===== src/rtl/cache_ctrl_fsm.sv =====
// Miss-handling controller for a direct-mapped cache: lookup, dirty write-back, banked refill, replay.
// Optional saturating hit/miss counters are compiled in when CACHE_CTRL_PERF_EN is defined.
module cache_ctrl_fsm #(
   parameter int WORDS = 4
`ifdef CACHE_CTRL_PERF_EN
   , parameter int CNT_W = 16
`endif
) (
   input  logic                     clk,
   input  logic                     rst,
   input  logic                     req_rd,
   input  logic                     req_wr,
   output logic                     busy,
   output logic                     done,
   output logic                     hit_out,
   output logic                     err,
   output logic                     cache_en,
   output logic                     cache_comp,
   output logic                     cache_write,
   output logic                     cache_vld_in,
   output logic                     off_ovr,
   output logic [$clog2(WORDS)-1:0] cache_off,
   input  logic                     cache_hit,
   input  logic                     cache_valid,
   input  logic                     cache_dirty,
   output logic                     mem_rd,
   output logic                     mem_wr,
   output logic                     mem_tag_sel,
   output logic [$clog2(WORDS)-1:0] mem_off,
   input  logic                     mem_stall,
   input  logic                     mem_rvalid
`ifdef CACHE_CTRL_PERF_EN
   , output logic [CNT_W-1:0]       hit_cnt
   , output logic [CNT_W-1:0]       miss_cnt
`endif
);

   localparam int OFFW = $clog2(WORDS);
   localparam logic [OFFW:0] CNT_FULL = WORDS[OFFW:0];
   localparam logic [OFFW:0] CNT_LAST = CNT_FULL - 1'b1;

   typedef enum logic [2:0] {
      S_IDLE   = 3'd0,
      S_LOOKUP = 3'd1,
      S_WB     = 3'd2,
      S_ALLOC  = 3'd3,
      S_REPLAY = 3'd4
   } state_t;

   state_t          state;
   logic [OFFW:0]   iss_cnt;
   logic [OFFW:0]   fil_cnt;
   logic            op_wr;
   logic            issuing;

   assign issuing = (state == S_ALLOC) && (iss_cnt < CNT_FULL);

   always_ff @(posedge clk or posedge rst) begin
      if (rst) begin
         state   <= S_IDLE;
         iss_cnt <= '0;
         fil_cnt <= '0;
         op_wr   <= 1'b0;
         err     <= 1'b0;
      end else begin
         err <= 1'b0;
         case (state)
            S_IDLE: begin
               if (req_rd && req_wr) begin
                  err <= 1'b1;
               end else if (req_rd || req_wr) begin
                  op_wr <= req_wr;
                  state <= S_LOOKUP;
               end
               if (mem_rvalid) err <= 1'b1;
            end
            S_LOOKUP: begin
               iss_cnt <= '0;
               fil_cnt <= '0;
               if (cache_hit && cache_valid)        state <= S_IDLE;
               else if (cache_valid && cache_dirty) state <= S_WB;
               else                                 state <= S_ALLOC;
            end
            S_WB: begin
               if (!mem_stall) begin
                  if (iss_cnt == CNT_LAST) begin
                     iss_cnt <= '0;
                     state   <= S_ALLOC;
                  end else begin
                     iss_cnt <= iss_cnt + 1'b1;
                  end
               end
            end
            S_ALLOC: begin
               if (issuing && !mem_stall) iss_cnt <= iss_cnt + 1'b1;
               // issue and fill progress independently; the fill count alone ends the refill
               if (mem_rvalid) begin
                  if (fil_cnt == CNT_FULL) begin
                     err <= 1'b1;
                  end else begin
                     fil_cnt <= fil_cnt + 1'b1;
                     if (fil_cnt == CNT_LAST) state <= S_REPLAY;
                  end
               end
            end
            S_REPLAY: state <= S_IDLE;
            default:  state <= S_IDLE;
         endcase
      end
   end

   // Strobes depend on same-cycle cache/memory responses, so they are decoded, not registered.
   always_comb begin
      busy         = (state != S_IDLE);
      done         = 1'b0;
      hit_out      = 1'b0;
      cache_en     = 1'b0;
      cache_comp   = 1'b0;
      cache_write  = 1'b0;
      cache_vld_in = 1'b0;
      off_ovr      = 1'b0;
      cache_off    = '0;
      mem_rd       = 1'b0;
      mem_wr       = 1'b0;
      mem_tag_sel  = 1'b0;
      mem_off      = '0;
      case (state)
         S_LOOKUP: begin
            cache_en    = 1'b1;
            cache_comp  = 1'b1;
            cache_write = op_wr;
            if (cache_hit && cache_valid) begin
               done    = 1'b1;
               hit_out = 1'b1;
            end
         end
         S_WB: begin
            off_ovr     = 1'b1;
            cache_en    = 1'b1;
            cache_off   = iss_cnt[OFFW-1:0];
            mem_off     = iss_cnt[OFFW-1:0];
            mem_wr      = 1'b1;
            mem_tag_sel = 1'b1;
         end
         S_ALLOC: begin
            if (issuing) begin
               mem_rd  = 1'b1;
               mem_off = iss_cnt[OFFW-1:0];
            end
            if (mem_rvalid) begin
               cache_en     = 1'b1;
               cache_write  = 1'b1;
               cache_vld_in = 1'b1;
               off_ovr      = 1'b1;
               cache_off    = fil_cnt[OFFW-1:0];
            end
         end
         S_REPLAY: begin
            cache_en    = 1'b1;
            cache_comp  = 1'b1;
            cache_write = op_wr;
            done        = 1'b1;
         end
         default: ;
      endcase
   end

`ifdef CACHE_CTRL_PERF_EN
   always_ff @(posedge clk or posedge rst) begin
      if (rst) begin
         hit_cnt  <= '0;
         miss_cnt <= '0;
      end else if (done) begin
         if (hit_out) begin
            if (hit_cnt != '1) hit_cnt <= hit_cnt + 1'b1;
         end else begin
            if (miss_cnt != '1) miss_cnt <= miss_cnt + 1'b1;
         end
      end
   end
`endif

endmodule

===== config.mk =====
export PLATFORM = sky130hd
export DESIGN_NAME = cache_ctrl_fsm
export DESIGN_NICKNAME = d
export VERILOG_FILES = /design/src/rtl/cache_ctrl_fsm.sv
export SDC_FILE = /design/constraint.sdc
export NUM_CORES = 1
export LEC_CHECK = 0
export CORE_MARGIN = 1
export CORE_UTILIZATION = 30
export DETAILED_ROUTE_END_ITERATION = 8
export SETUP_SLACK_MARGIN = 0.2
export SLEW_MARGIN = 10
export SYNTH_ARGS = -nofsm -noshare
export SYNTH_HDL_FRONTEND = slang
export SYNTH_SLANG_ARGS = --single-unit
export TNS_END_PERCENT = 50

===== constraint.sdc =====
create_clock -name clk -period 3.34 [get_ports clk]
set_input_delay 1.002 -clock clk [delete_from_list [all_inputs] [get_ports clk]]
set_output_delay 1.002 -clock clk [all_outputs]
set_load 0.01 [all_outputs]

# ---- Word level (Yosys, flattened, before mapping)
# Cells that the tools add are included.
dict set report totals {
  in_bits 9
  ff_bits 11
  out_inout_bits 16
}
dict set report op_classes {
  mux 38
  magnitude_cmp 1
  eq_ne 15
  n_bitwise 1
  addsub 2
  reduce_logical 17
}
# operator n
set ops {}
lappend ops {{$mux W3} 12}
lappend ops {{$mux W1} 13}
lappend ops {{$eq A3 B2 Y1 const B} 4}
lappend ops {{$ne A2 B2 Y1 const B} 6}
lappend ops {{$pmux W3 S4} 1}
lappend ops {{$pmux W1 S2} 5}
lappend ops {{$pmux W3 S3} 1}
lappend ops {{$reduce_and A3 Y1} 3}
lappend ops {{$pmux W2 S2} 2}
lappend ops {{$reduce_and A7 Y1} 1}
lappend ops {{$add A3 B1 Y3 const B} 2}
lappend ops {{$eq A3 B3 Y1 const B} 2}
lappend ops {{$mux W2} 3}
lappend ops {{$pmux W3 S2} 1}
lappend ops {{$reduce_bool A3 Y1} 2}
lappend ops {{$logic_and A1 B1 Y1} 5}
lappend ops {{$ne A2 B1 Y1 const B} 2}
lappend ops {{$eq A3 B1 Y1 const B} 1}
lappend ops {{$logic_not A3 Y1} 1}
lappend ops {{$lt A3 B3 Y1 const B} 1}
lappend ops {{$reduce_or A3 Y1} 1}
lappend ops {{$reduce_bool A2 Y1} 1}
lappend ops {{$reduce_or A2 Y1} 1}
lappend ops {{$logic_not A1 Y1} 1}
lappend ops {{2 further kinds} 2}

# ---- Logic depth before layout (Yosys ltp)
# Gate-level depths: netlist of run 1.
dict set report depth {
  word_depth 5
  depth_mapped 7
  mapped_depth_nobuf 6
}

# ---- Least setup slack after synthesis of run 1
# OpenSTA, ideal clock, no wires.
dict set report synth_timing {
  path_kind {input -> output}
  from {in cache_hit}
  to {out done}
  n_path_buf 0
  required_ns 2.338
  cell_stages 2
  path_slack_ns 1.023
  arrival_time_ns 1.315
  path_cell_list {nand3_1 > a21oi_1}
}
dict set report synth_between {
  elab_chain_cells 3
}
# element line
set synth_lines {}
lappend synth_lines {{from (decl)} 23} ;# input logic cache_hit,
lappend synth_lines {{$logic_and A1 B1 Y1} 132} ;# if (cache_hit && cache_valid) begin
lappend synth_lines {{$mux W1} 132}
lappend synth_lines {{$pmux W1 S2} 127} ;# case (state)
lappend synth_lines {{to (decl)} 14} ;# output logic done,
# No other way between the ends.

# ---- Final worst setup path of run 1
dict set report layout_timing {
  from {in mem_rvalid}
  to {out cache_off[1]}
}
dict set report layout_between {
  elab_chain_cells 2
}
# element line
set layout_lines {}
lappend layout_lines {{from (decl)} 31} ;# input logic mem_rvalid
lappend layout_lines {{$mux W2} 150} ;# if (mem_rvalid) begin
lappend layout_lines {{$pmux W2 S2} 127}
lappend layout_lines {{to (decl)} 22} ;# output logic [$clog2(WORDS)-1:0] cache_off,
# No other way between the ends.

==> results of run 1 <==
cells in the mapped netlist:
master	instances
nand2_1	12
a21oi_1	11
dfrtp_1	11
inv_1	11
nor2_1	9
ha_1	8
o21ai_0	8
nand3_1	5
nand2b_1	4
inv_2	3
o21ai_1	3
o31ai_1	3
a21oi_2	2
and3_1	2
buf_2	2
buf_4	2
nor3_1	2
a21boi_0	1
a221o_1	1
a31oi_1	1
a32o_1	1
and2b_1	1
nand3b_1	1
nor2b_1	1
o22ai_1	1
o41ai_1	1
layout make-up:
| cell class | count | area, um^2 | share of cell area [%] |
|---|---|---|---|
| Timing Repair Buffer | 27 | 265 | 23.3 |
| Sequential cell | 11 | 278 | 24.4 |
| Clock buffer | 4 | 26.3 | 2.31 |
| Multi-Input combinational cell | 78 | 477 | 42.0 |
| Tap cell | 30 | 37.5 | 3.30 |
| Inverter | 14 | 52.6 | 4.63 |
routing by layer:
layer | vias up | part of all wire, %
li1 | 421 | -
met1 | 399 | 46
met2 | 31 | 47
met3 | 2 | 6.2
met4 | 0 | 0.74
met5 | - | 0
stage by stage:
step	worst slack, ps	utilization, %	setup TNS [ps]	total power [uW]
after floorplan	1020	-	0	590
after global placement	-92.5	43.2	-440	819
after detailed placement	-111	43.2	-515	826
after CTS	107	44.4	0	924
after global routing	178	44.6	0	1000
final	255	44.6	0	921
what timing repair did:
action | CTS | global route
cloned | 0 | 0
resized for setup | 5 | 3
endpoints found under the hold margin | 0 | 0
setup endpoints to repair | 8 | 5
worst min path at each step:
stage | from | endpoint | cells after the start
after floorplan | op_wr | op_wr | 2
after global placement | op_wr | op_wr | 2
after detailed placement | op_wr | op_wr | 2
after CTS | op_wr | op_wr | 2
after global routing | op_wr | op_wr | 2
final | op_wr | op_wr | 2
registers in the layout, indices dropped and copies added (netlist names):
register  count
state         3
iss_cnt       3
fil_cnt       3
err           1
op_wr         1
power by group:
group | switching (uW) | internal [uW]
sequential | 77.4 | 188
combinational | 277 | 283
clock | 48.5 | 46.2
logic make-up after synthesis:
kind of cell	after synthesis	synth area share (%)
AND/OR/NAND/NOR	37	20.9
AO/OA/AOI/OAI	33	24.1
buffers and inverters	18	9.41
flip-flops	11	33.4
adder cells (fa/ha/maj)	8	12.1
worst max-delay path, delay by kind of cell:
family | cells | cell delay, ps
buffers and inverters | 2 | 800
AOI/OAI and AO/OA | 1 | 180
and+or+nand+nor | 1 | 90
==> metrics.cfg, run 1 <==
[synth]
syn-cell-area_um2=825
yosys_warnings=0
syn-num-nets=124
synth_top_cell_by_area=dfrtp_1
ys_ff_latch=11
synth_area_per_cell_um2=7.71
synth_area_leaders=dfrtp_1 (33%), ha_1 (12%), a21oi_1 (6.7%)
ys_seq_area_share_pct=33.4
syn_inst=107
synth_top_area_share_pct=33.4
ys_types=26

[critical_path]
cp-endpoint=cache_off[1]
max_stage_delay_ps=560
ff2ff_path_depth=5
cp.required_ps=2340
critPathSlowestCell=clkdlybuf4s50_1
crit_start=mem_rvalid
crit_path_start_kind=primary input
arrival_ps=2080
path_max_fanout=6
reg2reg_from=iss_cnt[0]
path_class=primary input to output port
regToRegEndpoint=state[0]
crit_chain=clkdlybuf4s15_2 -> nand3_1 -> a21oi_1 -> clkdlybuf4s50_1
end_kind=output port
reg2reg_setup_slack_ps=1710

[final_layout]
fill_cells=264
most-common-layout-cells=clkdlybuf4s50_1 (21), nand2_1 (12), a21oi_1 (11), inv_1 (11)
layout_commonest_cell=clkdlybuf4s50_1
drive_gt1_share_pct=11.2
finalInstanceArea_mm2=0.00114
area_delta_synth_final_pct=37.8
fin_nets=152
fin_cells=164
n_antenna_cell=0

[sta]
fmax_mhz=324
finalHoldViolCount=0
timing.hold.ws_ps=517
worstMarginPinSlew_ps=478
setup_viol=0
slew_violations=0
period_needed_ps=3080
relSlewSlack_pct=68.0
rsz0062_at_grt=yes
fin_worst_skew_ps=6.54
period_share_pct=92.4

[run_status]
run_status=finished, final reports clean

[placed_design]
placed_cell_area_mm2=0.00110
numPortBuffers=24
place.gp.congestion=0.770
dp_cells=160
dpl.hpwl_mm=1.59

[route]
wirelength_mm=2.03
routedWlPerCell_um=12.4
vias_per_cell=5.20
vias=853
drt-pass1-iter-count=4
first_iter_violations=22
drc_errors=0
antenna_left=0

[die]
std_cell_rows=18
die_x_um=54.4
dieHeight_um=54.4
die_area_mm2=0.00296
core-area_mm2=0.00254
io_pins=25
start_util_pct=32.4

[clocking]
clk_pin_slew_ps=70
postCtsHoldBufs=0
cts_buffers=3
htreeDepth=1
post_cts.repair.setup_buffers=0
cts_tree=built
root_buffer=clkbuf_4
clkSinkCount=11
insertion_delay_ps=270
cts_buffer_depth=2

[global_route]
use_met3_pct=3.61
grt_start_max_net_pins=16
busiest_layer=met2
grtUsageTotal_pct=16.3
grt_pass1_wl_mm=3.37
grtUsageMet2_pct=26.4
grt_pass1_vias=796
antenna_found_initial=0
grt.met1_usage_pct=20.2
grt_overflow_total=0

[power_and_ir_drop]
power_density_mw_per_mm2=810
ir_worst_vdd_mv=0.389
leakagePower_uw=0.000527

[min_path]
min_path_type=flop to flop

[flow_run]
maxCapViolCount=0

Note: power is estimated with default switching activity, not from simulation.
==> run 2, diff against run 1 <==
CORE_UTILIZATION = 49   (was 30)
PLACE_DENSITY = 0.83   (was unset)
==> run 2 against run 1 <==
Compared with the run above: wire length down 4.3%; sequential share of layout area up 0.41 points; non-clock buffer count down 1; utilization increased by 28 points; setup slack worse by 9.5 ps; critical path type unchanged; die area down 38%; clock power shrank 2%; register-to-register slack gained 20 ps.
==> metrics.cfg, run 2 (same netlist as run 1, synthesis figures left out) <==
[route]
routedWlPerCell_um=13.1
m1WireLength_um=912
wirelength_mm=1.95
first_iter_violations=21
vias_per_cell=5.62
met2_length_um=926
highest_layer=met4
drc_errors=0
drt-pass1-iter-count=4
routed-wl-met3_um=95
antenna_left=0
vias=838

[die]
core-area_mm2=0.00154
std_cell_rows=14
io_pins=25
start_util_pct=53.5
dieHeight_um=43.0
die_x_um=43.0
die_area_mm2=0.00185

[final_layout]
n_antenna_cell=0
reg_top3=fil_cnt (3), iss_cnt (3), state (3)
fin_nets=151
finalInstanceArea_mm2=0.00111
layout_commonest_cell=clkdlybuf4s50_1
area_delta_synth_final_pct=34.9
most-common-layout-cells=clkdlybuf4s50_1 (20), nand2_1 (12), a21oi_1 (11), inv_1 (11), dfrtp_1 (10)
fin_cells=149
drive_gt1_share_pct=9.77

[flow_run]
maxCapViolCount=0

[clocking]
root_buffer=clkbuf_4
clk_pin_slew_ps=80
postCtsHoldBufs=0
htreeDepth=1
cts_tree=built
clkSinkCount=11
post_cts.repair.setup_buffers=0
cts_buffers=3
insertion_delay_ps=260
cts_buffer_depth=2

[sta]
setup_viol=0
rsz0062_at_grt=no
finalWorstSetupSlack_ps=246
fin_worst_skew_ps=1.67
period_share_pct=92.6
finalHoldViolCount=0
relSlewSlack_pct=67.4
timing.hold.ws_ps=527
slew_violations=0
period_needed_ps=3090
worstMarginPinSlew_ps=486
fmax_mhz=323

[critical_path]
cp_num_buf_inv=2
path_max_fanout=7
end_kind=output port
crit_start=mem_rvalid
arrival_ps=2090
max_stage_delay_ps=560
critPathSlowestCell=clkdlybuf4s50_1
critPathTopFamily=buffers and inverters
cp.required_ps=2340
reg2reg_from=iss_cnt[0]
path_class=primary input to output port
crit_path_start_kind=primary input
crit_chain=clkdlybuf4s15_2 -> nand3_1 -> a21oi_1 -> clkdlybuf4s50_1

[placed_design]
numPortBuffers=24
dp_cells=145
pre_cts_slack_ps=-113
dpl.hpwl_mm=1.53
place.gp.congestion=0.837
placed_cell_area_mm2=0.00107

[global_route]
antenna_found_initial=0
grt_pass1_vias=768
grt_overflow_total=0
grt_start_max_net_pins=16
grt_pass1_wl_mm=3.37
grtUsageTotal_pct=23.9

[power_and_ir_drop]
p_clk_share_pct=10.1
p_seq_share_pct=28.6
sw_frac_of_total_pct=43.8
ir_worst_vdd_mv=0.483
leakagePower_uw=0.000529
internal_power_uw=515
pwr-share-comb_pct=61.3
p_total_uw=916
power_density_mw_per_mm2=824
switching_power_uw=401

[min_path]
hp-start=op_wr
min_path_type=flop to flop

[run_status]
run_status=finished, final reports clean

## run 2: path summary, 6_finish.rpt
path	end	slack [ps]	depth (start not counted)
max	cache_off[0]	250	4
min reg2reg	op_wr	530	2
max in group asynchronous	state[0]	1980	2
max reg2reg	state[0]	1730	5
min in group asynchronous	iss_cnt[0]	1030	2
min	op_wr	530	2
## run 2: worst register-to-register path, cell delays in order (launching register included)
cell	delay, ps
dfrtp_1	420
ha_1	240
ha_1	210
a21oi_2	210
a21oi_1	120
a221o_1	320
## run 2: final cells by class
cell class / count / area, um^2
multi-input combinational: 78 / 477
fill: 139 / 429
sequential: 11 / 277
timing repair buffer: 26 / 260
inverter: 14 / 52.6
clock buffer: 4 / 26.3
tap: 16 / 20.0
## run 2: power groups by stage
| stage | Combinational (uW) | Sequential, uW | Clock [uW] |
|---|---|---|---|
| 2_1_floorplan | 360 | 230 | 0 |
| 3_3_place_gp | 545 | 259 | 0 |
| 3_5_place_dp | 561 | 263 | 0 |
| 4_1_cts | 566 | 261 | 92.6 |
| 5_1_grt | 623 | 275 | 102 |
| 6_report | 561 | 262 | 92.7 |
## run 2: metal layers
layer	track usage, %	vias to the layer above
met5	0	-
met4	5.45	0
li1	-	418
met3	3.83	2
met1	31.7	394
met2	40.9	24
## run 2: stage by stage
stage	TNS (ps)	util [%]
finish	0	72.2
CTS	0	71.8
global placement	-470	69.7
floorplan	0	-
detailed placement	-549	69.7
global route	0	72.2
## run 2: timing repair
| action | 4_1_cts | 5_1_grt |
|---|---|---|
| setup endpoints to repair | 8 | 4 |
| gates cloned | 0 | 0 |
| resized for setup | 5 | 3 |
